**src/rtl/apb_irq_fetcher.sv**
```systemverilog
// Fetches interrupt vectors over APB: an active FIQ/IRQ line triggers a status read, whose lowest set bit is presented on a valid/ready port.
// Latency: 3 cycles from line sampled to vec_valid with zero-wait slaves; +1 per PREADY=0 cycle. Backpressure: vec_ready stalls in PRESENT.
module apb_irq_fetcher #(
    parameter logic        IRQPOLARITY = 1'b0,
    parameter logic        FIQPOLARITY = 1'b0,
    parameter int unsigned HOLDOFF     = 2
) (
    input  logic        PCLK,
    input  logic        PRESET,
    input  logic        IRQ,
    input  logic        FIQ,
    output logic        PSEL,
    output logic        PENABLE,
    output logic [3:0]  PADDR,
    output logic        PWRITE,
    input  logic [31:0] PRDATA,
    input  logic        PREADY,
    input  logic        PSLVERR,
    output logic        vec_valid,
    input  logic        vec_ready,
    output logic        vec_fiq,
    output logic [4:0]  vec_num,
    output logic [31:0] vec_raw,
    output logic [7:0]  err_cnt
);

    typedef enum logic [2:0] {IDLE, SETUP, ACCESS, PRESENT, HOLD} state_t;

    localparam logic [3:0] HOLD_LOAD = 4'(HOLDOFF - 1);
    localparam logic [3:0] ADDR_FIQ  = 4'h5;
    localparam logic [3:0] ADDR_IRQ  = 4'hB;

    state_t      state;
    state_t      state_nxt;
    logic        fetch_fiq;
    logic [3:0]  hold_cnt;
    logic        irq_act;
    logic        fiq_act;
    logic [31:0] masked;
    logic        done;
    logic        bad;

    assign irq_act = IRQPOLARITY ? IRQ : ~IRQ;
    assign fiq_act = FIQPOLARITY ? FIQ : ~FIQ;
    assign masked  = fetch_fiq ? {24'h0, PRDATA[7:0]} : PRDATA;
    assign done    = (state == ACCESS) && PREADY;
    assign bad     = PSLVERR || (masked == 32'h0);
    assign PWRITE  = 1'b0;

    function automatic logic [4:0] lsb_index(input logic [31:0] d);
        lsb_index = 5'd0;
        for (int i = 31; i >= 0; i--) begin
            if (d[i]) lsb_index = 5'(i);
        end
    endfunction

    always_comb begin
        state_nxt = state;
        PSEL      = 1'b0;
        PENABLE   = 1'b0;
        vec_valid = 1'b0;
        case (state)
            IDLE: begin
                if (fiq_act || irq_act) state_nxt = SETUP;
            end
            SETUP: begin
                PSEL      = 1'b1;
                state_nxt = ACCESS;
            end
            ACCESS: begin
                PSEL    = 1'b1;
                PENABLE = 1'b1;
                if (PREADY) state_nxt = bad ? HOLD : PRESENT;
            end
            PRESENT: begin
                vec_valid = 1'b1;
                if (vec_ready) state_nxt = HOLD;
            end
            HOLD: begin
                if (hold_cnt == 4'd0) state_nxt = IDLE;
            end
            default: state_nxt = IDLE;
        endcase
    end

    always_ff @(posedge PCLK or posedge PRESET) begin
        if (PRESET) state <= IDLE;
        else        state <= state_nxt;
    end

    always_ff @(posedge PCLK or posedge PRESET) begin
        if (PRESET) begin
            fetch_fiq <= 1'b0;
            PADDR     <= 4'h0;
            vec_fiq   <= 1'b0;
            vec_num   <= 5'd0;
            vec_raw   <= 32'h0;
            err_cnt   <= 8'h00;
            hold_cnt  <= HOLD_LOAD;
        end else begin
            // FIQ takes priority when both lines are active in the same cycle
            if (state == IDLE && state_nxt == SETUP) begin
                fetch_fiq <= fiq_act;
                PADDR     <= fiq_act ? ADDR_FIQ : ADDR_IRQ;
            end
            if (done && !bad) begin
                vec_raw <= masked;
                vec_fiq <= fetch_fiq;
                vec_num <= lsb_index(masked);
            end
            if (done && bad && err_cnt != 8'hFF) err_cnt <= err_cnt + 8'd1;
            if (state == HOLD) hold_cnt <= hold_cnt - 4'd1;
            else               hold_cnt <= HOLD_LOAD;
        end
    end

endmodule

```
**config.mk**
```make
export PLATFORM = sky130hd
export DESIGN_NAME = apb_irq_fetcher
export DESIGN_NICKNAME = d
export VERILOG_FILES = /design/src/rtl/apb_irq_fetcher.sv
export SDC_FILE = /design/constraint.sdc
export NUM_CORES = 1
export LEC_CHECK = 0
export ABC_AREA = 0
export BUFFER_PORTS_ARGS = -buffer_cell sky130_fd_sc_hd__clkbuf_2
export CORE_UTILIZATION = 50
export CTS_CLUSTER_DIAMETER = 60
export DETAILED_ROUTE_END_ITERATION = 7
export PLACE_DENSITY = 0.88
export SLEW_MARGIN = 10
export SYNTH_ARGS = -nofsm -noshare
export SYNTH_HDL_FRONTEND = slang
export SYNTH_SLANG_ARGS = --single-unit
```
**constraint.sdc**
```tcl
create_clock -name PCLK -period 2.2 [get_ports PCLK]
set_input_delay 0.11 -clock PCLK [delete_from_list [all_inputs] [get_ports PCLK]]
set_output_delay 0.11 -clock PCLK [all_outputs]
set_load 0.1 [all_outputs]
```
# Word level (Yosys, flattened, before mapping)
# Index checks and enable logic that the tools add are counted.
# totals
regBits	58
out_inout_bits	54
# classes
add_sub_neg	2
n_eq_ne	6
mux	44
bitwise_logic	2
reduce_logical	12
# ops
op	count
5-bit 2-to-1 mux	32
32-bit logical NOT	1
32-bit 2-to-1 mux	1
3-bit 2-to-1 mux	5
3-bit one-hot mux with 5 select lines	1
8-bit by 1-bit adder with 8-bit output (second input constant)	1
4-bit 2-to-1 mux	2
8-bit != test (second input constant)	1
3-bit by 1-bit equality test with 1-bit output (second input constant)	2
3-bit by 2-bit equality test with 1-bit output (second input constant)	2
1-bit logical AND	5
4-bit logical NOT	1
4-bit by 1-bit subtractor with 4-bit output (second input constant)	1
3-bit equality test (second input constant)	1
3-bit logical NOT	1
1-bit 2-to-1 mux	3
1-bit logical OR	2
1-bit inverter	2
2-bit OR reduction	1
1-bit logical NOT	1

# Longest topological paths before layout
# Gate-level depths: netlist of the first run.
# logic_depth
ltp_word	33
depth_mapped	9

# Worst setup path before layout of the first run
# No wires, ideal clock.
# synth_path
path_kind	register -> register
startpoint	reg state[0]
endpoint	reg err_cnt[7]
t_arrival_ns	3.138
required_time_ns	2.040
slack_ns	-1.098
path_stages_with_launch	9
path_buffers	2
synth_period_minus_slack_ns	3.298
path_cell_list	dfrtp_1 clkbuf_1 nor3b_2 nand2_1 o41ai_4 and2_1 buf_4 nand4_1 xnor2_1
# synth_between
elab_chain_cells	4
# synth_lines
element	line	rtl
from (decl)	33	state_t state;
from (signal assigned)	88	else state <= state_nxt;
3-bit by 2-bit equality test with 1-bit output	46	assign done = (state == ACCESS) && PREADY;
1-bit logical AND	46	
1-bit logical AND (2 in a row)	111	if (done && bad && err_cnt != 8'hFF) err_cnt <= err_cnt + 8'd1;
to (signal assigned)	111	
to (decl)	24	output logic [7:0] err_cnt
# No other way between the ends.
# A chain may end at the register's enable or synchronous reset.

# Final worst setup path of the first run
# layout_path
startpoint	reg state[0]
endpoint	reg vec_num[3]
# layout_between
elab_chain_cells	3
# layout_lines
element	line	rtl
3-bit by 2-bit equality test with 1-bit output	46	
1-bit logical AND	46	
1-bit logical AND	106	if (done && !bad) begin
to (signal assigned)	109	vec_num <= lsb_index(masked);
to (decl)	22	output logic [4:0] vec_num,
# No other way between the ends.

==> results of run 1 <==
[timing repair]
item,4_1_cts,5_1_grt
hold endpoints to repair,31,1
hold buffers,1,1
endpoints found under the setup margin,0,0
[registers in the layout (all words and copies together), names as in the netlist]
name / count
state: 3
hold_cnt: 4
vec_fiq: 1
err_cnt: 8
vec_raw: 32
vec_num: 5
PADDR: 3
[cell usage after synthesis, types with 2 or more instances]
master      n
nor2_1     24
inv_1      11
nand2b_1   19
nand4_1     3
nor4_1      2
a31oi_1     3
nor4_2      5
ha_1        3
a2111oi_0   2
nor3b_1     2
dfrtp_1    55
nor2b_1     4
o31ai_1    10
xnor2_1     7
nor3_1      8
a21oi_1    15
buf_4       4
buf_2       3
mux2_2      8
nand3_1     5
nand2_1    38
clkbuf_1   10
or2_2       2
and3_1      3
o21ai_0    28
o22ai_1     3
[per-stage QoR]
stage                     hold WS [ns]  instance area, sq um  worst slack [ns]
after floorplan                  0.195                  2830            -0.403
after global placement           0.239                  3370            0.0671
after detailed placement         0.253                  3370            0.0122
after CTS                     0.000888                  3470             0.238
after global routing            0.0541                  3480            0.0926
final                           0.0649                  3480             0.257
[cells in the final DEF (no fill, tap or decap), types with 2 or more instances in the layout]
cell type / n
o22ai_1: 3
nor2b_1: 4
dlygate4sd3_1: 2
inv_1: 10
a31oi_1: 3
clkbuf_2: 91
nor3b_1: 2
nand4_1: 3
dfrtp_1: 55
or2_2: 2
o21ai_0: 28
o31ai_1: 10
buf_4: 8
xnor2_1: 7
a2111oi_0: 2
clkbuf_8: 5
nor4_1: 2
nand2b_1: 19
and3_1: 3
nand2_1: 37
a21oi_1: 15
ha_1: 3
mux2_2: 8
nor4_2: 5
nand3_1: 5
nor2_1: 24
nor3_1: 8
[how the worst max path moves through the flow]
stage | start | to | slack, ns | cells past startpoint
after floorplan | state[0] | err_cnt[7] | -0.40 | 8
after global placement | PRDATA[2] | vec_raw[29] | 0.07 | 7
after detailed placement | PRDATA[2] | vec_raw[28] | 0.01 | 8
after CTS | state[0] | vec_num[3] | 0.24 | 6
after global routing | state[0] | vec_raw[21] | 0.09 | 6
final | state[0] | vec_num[3] | 0.26 | 6
[layer usage]
layer / up-vias / global-route usage / wire length, um / part of all wire
met3: 9 / 0.0571 / 428 / 0.065
met4: 0 / 0.0679 / 86 / 0.013
met1: 1221 / 0.315 / 2840 / 0.43
li1: 1206 / - / - / -
met5: - / 0 / 0 / 0
met2: 86 / 0.388 / 3200 / 0.49
[cells by family after synthesis]
group | synth area share
flops | 0.499
compound gates | 0.162
other cells | 0.00133
fa+ha+maj | 0.0134
simple gates | 0.220
mux | 0.0361
buf+inv | 0.0441
xor+xnor | 0.0249
[cell type report]
class / count / share of cell area
clock buffers: 5 / 0.0198
clock inverters: 3 / 0.00647
inverters: 11 / 0.0119
multi-input cells: 211 / 0.374
flip-flops and latches: 56 / 0.403
well taps: 70 / 0.0252
repair buffers: 102 / 0.160
==> impl_results.md, run 1 <==
* Status: finished clean
* DRT Wirelength at 6.55 mm
* Final setup fails at 0
* Routability Congestion at 0.797
* Cell Rows at 26
* TritonCTS clock tree: built
* Overflow after GRT at 0
* Max_slew headroom at 0.544
* Max-cap violations at 0
* Gates resized, CTS repair at 0
* Initial Utilization at 0.533
* CP required at 2.42 ns
* Register area share after synthesis at 0.499
* Gr usage total at 0.237
* Initial antenna violation count at 0
* Routed Antenna Nets at 0
* Via count at 2522
* Post-Syn Area per Cell at 9.53 sq um
* Synth area leaders: dfrtp_1 (49%), nand2_1 (5.1%), o21ai_0 (5.0%)
* DR WL/cell at 14.3 um
* Final Critical Period at 1.94 ns
* CTS root buf: clkbuf_8
* Hold Crit Depth at 2
* Slowest CP cell: dfrtp_1
* Synth top area share at 0.490
* First-pass GRT wire length at 11.2 mm
* Area Growth Syn to Fin at 23.8%
* Ys async rst share at 1.00
* CTS Sinks at 56
* DPL Wire Length at 5.10 mm
* Via density at 5.51
* Diode count at 0
* Core ar. at 5270 sq um
* Slowest Stage Delay on Critical Path at 0.50 ns
* Top_reg_cell synth: dfrtp_1
* # placed instances at 448
* EDFF count, synth at 0
* Max Slew Vio Count at 0
* Die ar. at 5920 sq um
* Yosys Warn Count at 0
* H-Tree Depth at 2
* Critical path arrival at 2.16 ns
* Delay-heaviest family, CP: simple AND/OR/NAND/NOR gates
* Unique masters post-synth at 44
* Num ports at 93
* FF-to-FF End: vec_num[3]
* Pre-Repair DR Iteration Count at 4
* Final critical-path share of the clock period at 0.883
* Initial DRC Count at 204
* Cell Count, Final, Fillers Out at 458
* Clock Skew at 0.00717 ns
* Synthesized area at 2810 sq um
* FF/Latch Area at 1400 sq um
* Setup TNS at 0 ns
* Postcts setup bufs at 0
* Worst Tran Pin Value at 0.683 ns
* Final hold vios at 0
* Reg-to-reg critical path startpoint: state[0]
* Worst Path Buf+Inv at 1
* Synthesis-stage register bit count at 56
* Post-layout util at 0.660
* Number of global-route vias before repair at 2419
* Worst-path clk slew at 0.10 ns
* Worst-path fanout max at 50
* Drt drc at 0
* Hold_sp: PRDATA[1]
* Hold crit path type: in2reg
* Crit path cell chain: nor3b_4, nand2_2, nor2_1, o21ai_4, buf_12, o31ai_1
* Die width at 77.0 um
* Clock Path Buffers at 2
* Multi-input gate area at 1300 sq um
* Synth area leader: dfrtp_1
* Hold path endpoint: vec_raw[1]
* Startpoint types: register
* Largest net degree at the start of global routing at 51
* Clock latency on the worst-skew pair at 0.31 ns
* Reg2reg setup slack at 0.26 ns
* Cells after Synth at 295
* Fraction of layout cells with a size suffix above 1 at 0.335
* # fillers at 432
* Layout net count at 429
* Fmax at 0.515 GHz
* Die H at 77.0 um
* Crit. End Element: register
* PortBufs at 91
* Worst r2r path cells at 6
* Setup Crit Path Kind: reg2reg
* Synthesized net count at 337
* Inserted Clock Buffers at 5
* Unrepaired setup endpoints after global routing: no
Power of run 1 is not shown: default switching activity piles up to over one toggle a cycle in this logic, so the estimate is an artifact.
==> run 2: changes to the inputs <==
--- a/config.mk
+++ b/config.mk
@@ -11,6 +11,7 @@
 export CTS_CLUSTER_DIAMETER = 60
 export DETAILED_ROUTE_END_ITERATION = 7
 export PLACE_DENSITY = 0.88
+export RECOVER_POWER = 100
 export SLEW_MARGIN = 10
 export SYNTH_ARGS = -nofsm -noshare
 export SYNTH_HDL_FRONTEND = slang
==> run 2 against run 1 <==
Worst hold slack barely moved; global-route usage unchanged; clock skew is 0.0012 ns higher; die area unchanged; design area is 2.4% lower; wire length increased by 1.3%; register-to-register slack got worse by 0.04 ns; fmax decreased by 2.1%; via count increased by 0.56%; critical path depth decreased by 1; non-clock buffer count is the same; highest routed layer unchanged.
==> impl_results.md, run 2 (synthesized netlist as in run 1, its figures left out) <==
* Initial DRC Count at 208
* Multi-input gate area at 1300 sq um
* # fillers at 471
* Final hold vios at 0
* Startpoint types: register
* Final critical-path share of the clock period at 0.902
* Hold Buf Count CTS at 1
* Commonest non-fill, non-tap cell in the layout: dfrtp_1
* Fraction of layout cells with a size suffix above 1 at 0.188
* Hold crit path type: in2reg
* CTS root buf: clkbuf_8
* Core ar. at 5270 sq um
* Worst-path fanout max at 8
* Gr usage total at 0.237
* FF-to-FF End: err_cnt[1]
* First-pass GRT wire length at 11.2 mm
* Hold path endpoint: vec_raw[1]
* Number of global-route vias before repair at 2419
* Clock Path Buffers at 2
* Initial Utilization at 0.533
* Via count at 2536
* DR WL/cell at 14.5 um
* PortBufs at 91
* Drt drc at 0
* Status: finished clean
* Top reg by flops: vec_raw
* Number of cells on the critical path at 5
* Die ar. at 5920 sq um
* Worst-path clk slew at 0.11 ns
* Slowest CP cell: dfrtp_1
* Final setup fails at 0
* Gates resized, CTS repair at 0
* Clock latency on the worst-skew pair at 0.31 ns
* Die width at 77.0 um
* Die H at 77.0 um
* H-Tree Depth at 2
* Inserted Clock Buffers at 5
* Hold_sp: PRDATA[1]
* Final Critical Period at 1.98 ns
* Via density at 5.54
* Routability Congestion at 0.797
* Pre-Repair DR Iteration Count at 4
* Crit. End Element: register
* Number of flip-flops in the largest register at 32
* CP required at 2.41 ns
* Slowest Stage Delay on Critical Path at 0.50 ns
* Hold Crit Depth at 2
* DRT Wirelength at 6.64 mm
* Worst r2r path cells at 5
* Cell Rows at 26
* Clock Skew at 0.00835 ns
* Commonest cells after routing, fill and taps aside: dfrtp_1 (55), clkbuf_1 (54), clkbuf_2 (42), nand2_1 (38), o21ai_0 (28)
* Num ports at 93
* Fmax at 0.504 GHz
* Max_slew headroom at 0.174
* Reg2reg setup slack at 0.22 ns
* Crit path cell chain: nor3b_4, nand2_1, o41ai_4, and2_0, mux2_1
* Diode count at 0
* Max Slew Vio Count at 0
* Critical path arrival at 2.19 ns
* Max-cap violations at 0
* Largest net degree at the start of global routing at 51
* Initial antenna violation count at 0
* Top flop regs: vec_raw (32), err_cnt (8), vec_num (5)
* FF/Latch Area at 1400 sq um
* Setup Crit Path Kind: reg2reg
* Unrepaired setup endpoints after global routing: no
* DPL Wire Length at 5.10 mm
* Setup TNS at 0 ns
* Delay-heaviest family, CP: simple AND/OR/NAND/NOR gates
* Layout net count at 429
* TritonCTS clock tree: built
* CTS Sinks at 56
* Reg-to-reg critical path startpoint: state[0]
* Worst Path Buf+Inv at 0
* Area Growth Syn to Fin at 20.8%
* Routed Antenna Nets at 0
* Postcts setup bufs at 0
* Worst Tran Pin Value at 1.24 ns
* Overflow after GRT at 0
[run 2: changes by cell type in the layout (fill, tap and decap cells not counted), sizes merged]
cell    previous run  this run
clkbuf            96       101
buf                9         4
[run 2: worst reg2reg max path, stage by stage (launching register included)]
cell and delay, ns:
dfrtp_1 0.50, nor3b_4 0.28, nand2_1 0.14, o41ai_4 0.23
and2_0 0.37, mux2_1 0.36
[run 2: through the flow]
step / area [sq um] / utilization / setup slack, ns / hold slack, ns / std cells
after floorplan: 2830 / - / -0.403 / 0.195 / 295
after global placement: 3370 / 0.639 / 0.0671 / 0.239 / 448
after detailed placement: 3370 / 0.639 / 0.0122 / 0.253 / 448
after CTS: 3470 / 0.658 / 0.238 / 0.000888 / 457
after global routing: 3400 / 0.644 / 0.0600 / 0.0541 / 458
final: 3400 / 0.644 / 0.216 / 0.0650 / 458
[run 2: worst max-delay path by stage]
stage	startpoint	end	slack [ns]
3_5_place_dp	PRDATA[2]	vec_raw[28]	0.01
4_1_cts	state[0]	vec_num[3]	0.24
2_1_floorplan	state[0]	err_cnt[7]	-0.40
3_3_place_gp	PRDATA[2]	vec_raw[29]	0.07
5_1_grt	state[0]	vec_raw[21]	0.06
6_report	state[0]	err_cnt[1]	0.22
[run 2: routing by layer]
metal / global-route usage / share of wire
met5: 0 / 0
met4: 0.0679 / 0.013
met3: 0.0571 / 0.069
met2: 0.388 / 0.48
met1: 0.315 / 0.44
[run 2: cell type report]
cell class | count | share of cell area
Sequential cell | 56 | 0.413
Clock buffer | 5 | 0.0203
Clock inverter | 3 | 0.00663
Tap cell | 70 | 0.0258
Timing Repair Buffer | 102 | 0.140
Multi-Input combinational cell | 211 | 0.382
Inverter | 11 | 0.0122
Power of run 2 is left out for the same reason.
==> run 3: changes to the inputs <==
--- a/config.mk
+++ b/config.mk
@@ -10,6 +10,7 @@
 export CORE_UTILIZATION = 50
 export CTS_CLUSTER_DIAMETER = 60
 export DETAILED_ROUTE_END_ITERATION = 7
+export MAX_ROUTING_LAYER = met4
 export PLACE_DENSITY = 0.88
 export RECOVER_POWER = 100
 export SLEW_MARGIN = 10
==> run 3 against run 2 <==
Final cell count is the same; die area is the same; setup slack gained 0.0049 ns; design area is the same; first-iteration DRC count grew 6.7%; clock-buffer cell count is the same; critical path depth is the same; utilization is the same; wire length is essentially flat; critical endpoint unchanged.
==> impl_results.md, run 3 (synthesized netlist as in run 1, its figures left out) <==
* Worst r2r path cells at 5
* Final hold vios at 0
* Slowest Stage Delay on Critical Path at 0.50 ns
* Commonest non-fill, non-tap cell in the layout: dfrtp_1
* Diode count at 0
* Overflow after GRT at 0
* Worst-path clk slew at 0.11 ns
* Met3 wire length at 466 um
* Clock latency on the worst-skew pair at 0.31 ns
* # placed instances at 448
* Max Slew Vio Count at 0
* Routability Congestion at 0.808
* Num ports at 93
* Number of global-route vias before repair at 2423
* Routed Antenna Nets at 0
* Gates resized, CTS repair at 0
* DRT Wirelength at 6.64 mm
* Final Critical Period at 1.98 ns
* Die H at 77.0 um
* First-pass GRT wire length at 11.2 mm
* Startpoint types: register
* PortBufs at 91
* DPL Wire Length at 5.10 mm
* Top reg by flops: vec_raw
* Hold Crit Depth at 2
* Reg2reg setup slack at 0.22 ns
* Via count at 2527
* Worst Tran Pin Value at 1.26 ns
* Cell Count, Final, Fillers Out at 458
* Commonest cells after routing, fill and taps aside: dfrtp_1 (55), clkbuf_1 (54), clkbuf_2 (42), nand2_1 (38), o21ai_0 (28)
* Highest routed metal layer: met4
* FF-to-FF End: err_cnt[1]
* Placed inst area at 3370 sq um
* Hold path endpoint: vec_raw[1]
* CTS root buf: clkbuf_8
* Gr usage total at 0.245
* Pre-Repair DR Iteration Count at 4
* Max_slew headroom at 0.161
* Fmax at 0.505 GHz
* CTS Sinks at 56
* Unrepaired setup endpoints after global routing: no
* Die width at 77.0 um
* Clock Path Buffers at 2
* Top flop regs: vec_raw (32), err_cnt (8), vec_num (5)
* Core ar. at 5270 sq um
* Hold_sp: PRDATA[1]
* Initial antenna violation count at 0
* Slowest CP cell: dfrtp_1
* Max-cap violations at 0
* Clock Skew at 0.00781 ns
* Final critical-path share of the clock period at 0.900
* Critical path arrival at 2.19 ns
* Via density at 5.52
* Metal2 WL at 3.19 mm
* Die ar. at 5920 sq um
* TritonCTS clock tree: built
* Crit path cell chain: nor3b_4, nand2_1, o41ai_4, and2_0, mux2_1
* Area Growth Syn to Fin at 20.8%
* Setup Crit Path Kind: reg2reg
* Status: finished clean
* Fraction of layout cells with a size suffix above 1 at 0.188
* Drt drc at 0
* Number of flip-flops in the largest register at 32
* Hold crit path type: in2reg
* Initial DRC Count at 222
* Worst-path fanout max at 8
* Final setup fails at 0
* Layout net count at 429
* Inserted Clock Buffers at 5
* H-Tree Depth at 2
* M1 WL at 2.91 mm
* Crit. End Element: register
* Cell Rows at 26
* # fillers at 471
* Reg-to-reg critical path startpoint: state[0]
* CP required at 2.41 ns
* Largest net degree at the start of global routing at 51
* Multi-input gate area at 1300 sq um
* DR WL/cell at 14.5 um
* FF/Latch Area at 1400 sq um
* Crit path launch: state[0]
* Initial Utilization at 0.533
* Post-route cell area at 3400 sq um
[run 3: cell counts in the layout (fill, tap and decap cells not counted)]
Identical to the previous run, type by type.
[run 3: per-layer routing]
| metal | vias up | GRT usage |
|---|---|---|
| li1 | 1207 | - |
| met1 | 1217 | 0.317 |
| met2 | 94 | 0.388 |
| met3 | 9 | 0.0571 |
| met4 | 0 | 0.0679 |
| met5 | - | - |
[run 3: per-stage QoR]
step / hold slack [ns] / util / setup WS (ns) / setup TNS, ns
after global placement: 0.239 / 0.639 / 0.0671 / 0
final: 0.0652 / 0.644 / 0.221 / 0
after detailed placement: 0.253 / 0.639 / 0.0122 / 0
after CTS: 0.000888 / 0.658 / 0.238 / 0
after global routing: 0.0541 / 0.644 / 0.0602 / 0
after floorplan: 0.195 / - / -0.403 / -10.14
[run 3: critical path: cells and delay by family (launching register included)]
kind	cells	cell delay (ns)
mux	1	0.36
compound gates	1	0.23
simple gates	3	0.78
flops	1	0.50
[run 3: area by class of cell]
cell class                      count  share of cell area
Sequential cell                    56               0.413
Multi-Input combinational cell    211               0.382
Timing Repair Buffer              102               0.140
Tap cell                           70              0.0258
Clock buffer                        5              0.0203
Inverter                           11              0.0122
Clock inverter                      3             0.00663
[run 3: how the worst max path moves through the flow]
stage,end,cells past startpoint
6_report,err_cnt[1],5
5_1_grt,vec_raw[21],6
4_1_cts,vec_num[3],6
3_5_place_dp,vec_raw[28],8
3_3_place_gp,vec_raw[29],7
2_1_floorplan,err_cnt[7],8
[run 3: repair_timing]
action	4_1_cts	5_1_grt
setup endpoints to repair	0	0
hold endpoints to repair	31	1
buffers inserted	0	0
hold buffers	1	1
Power of run 3 is left out for the same reason.
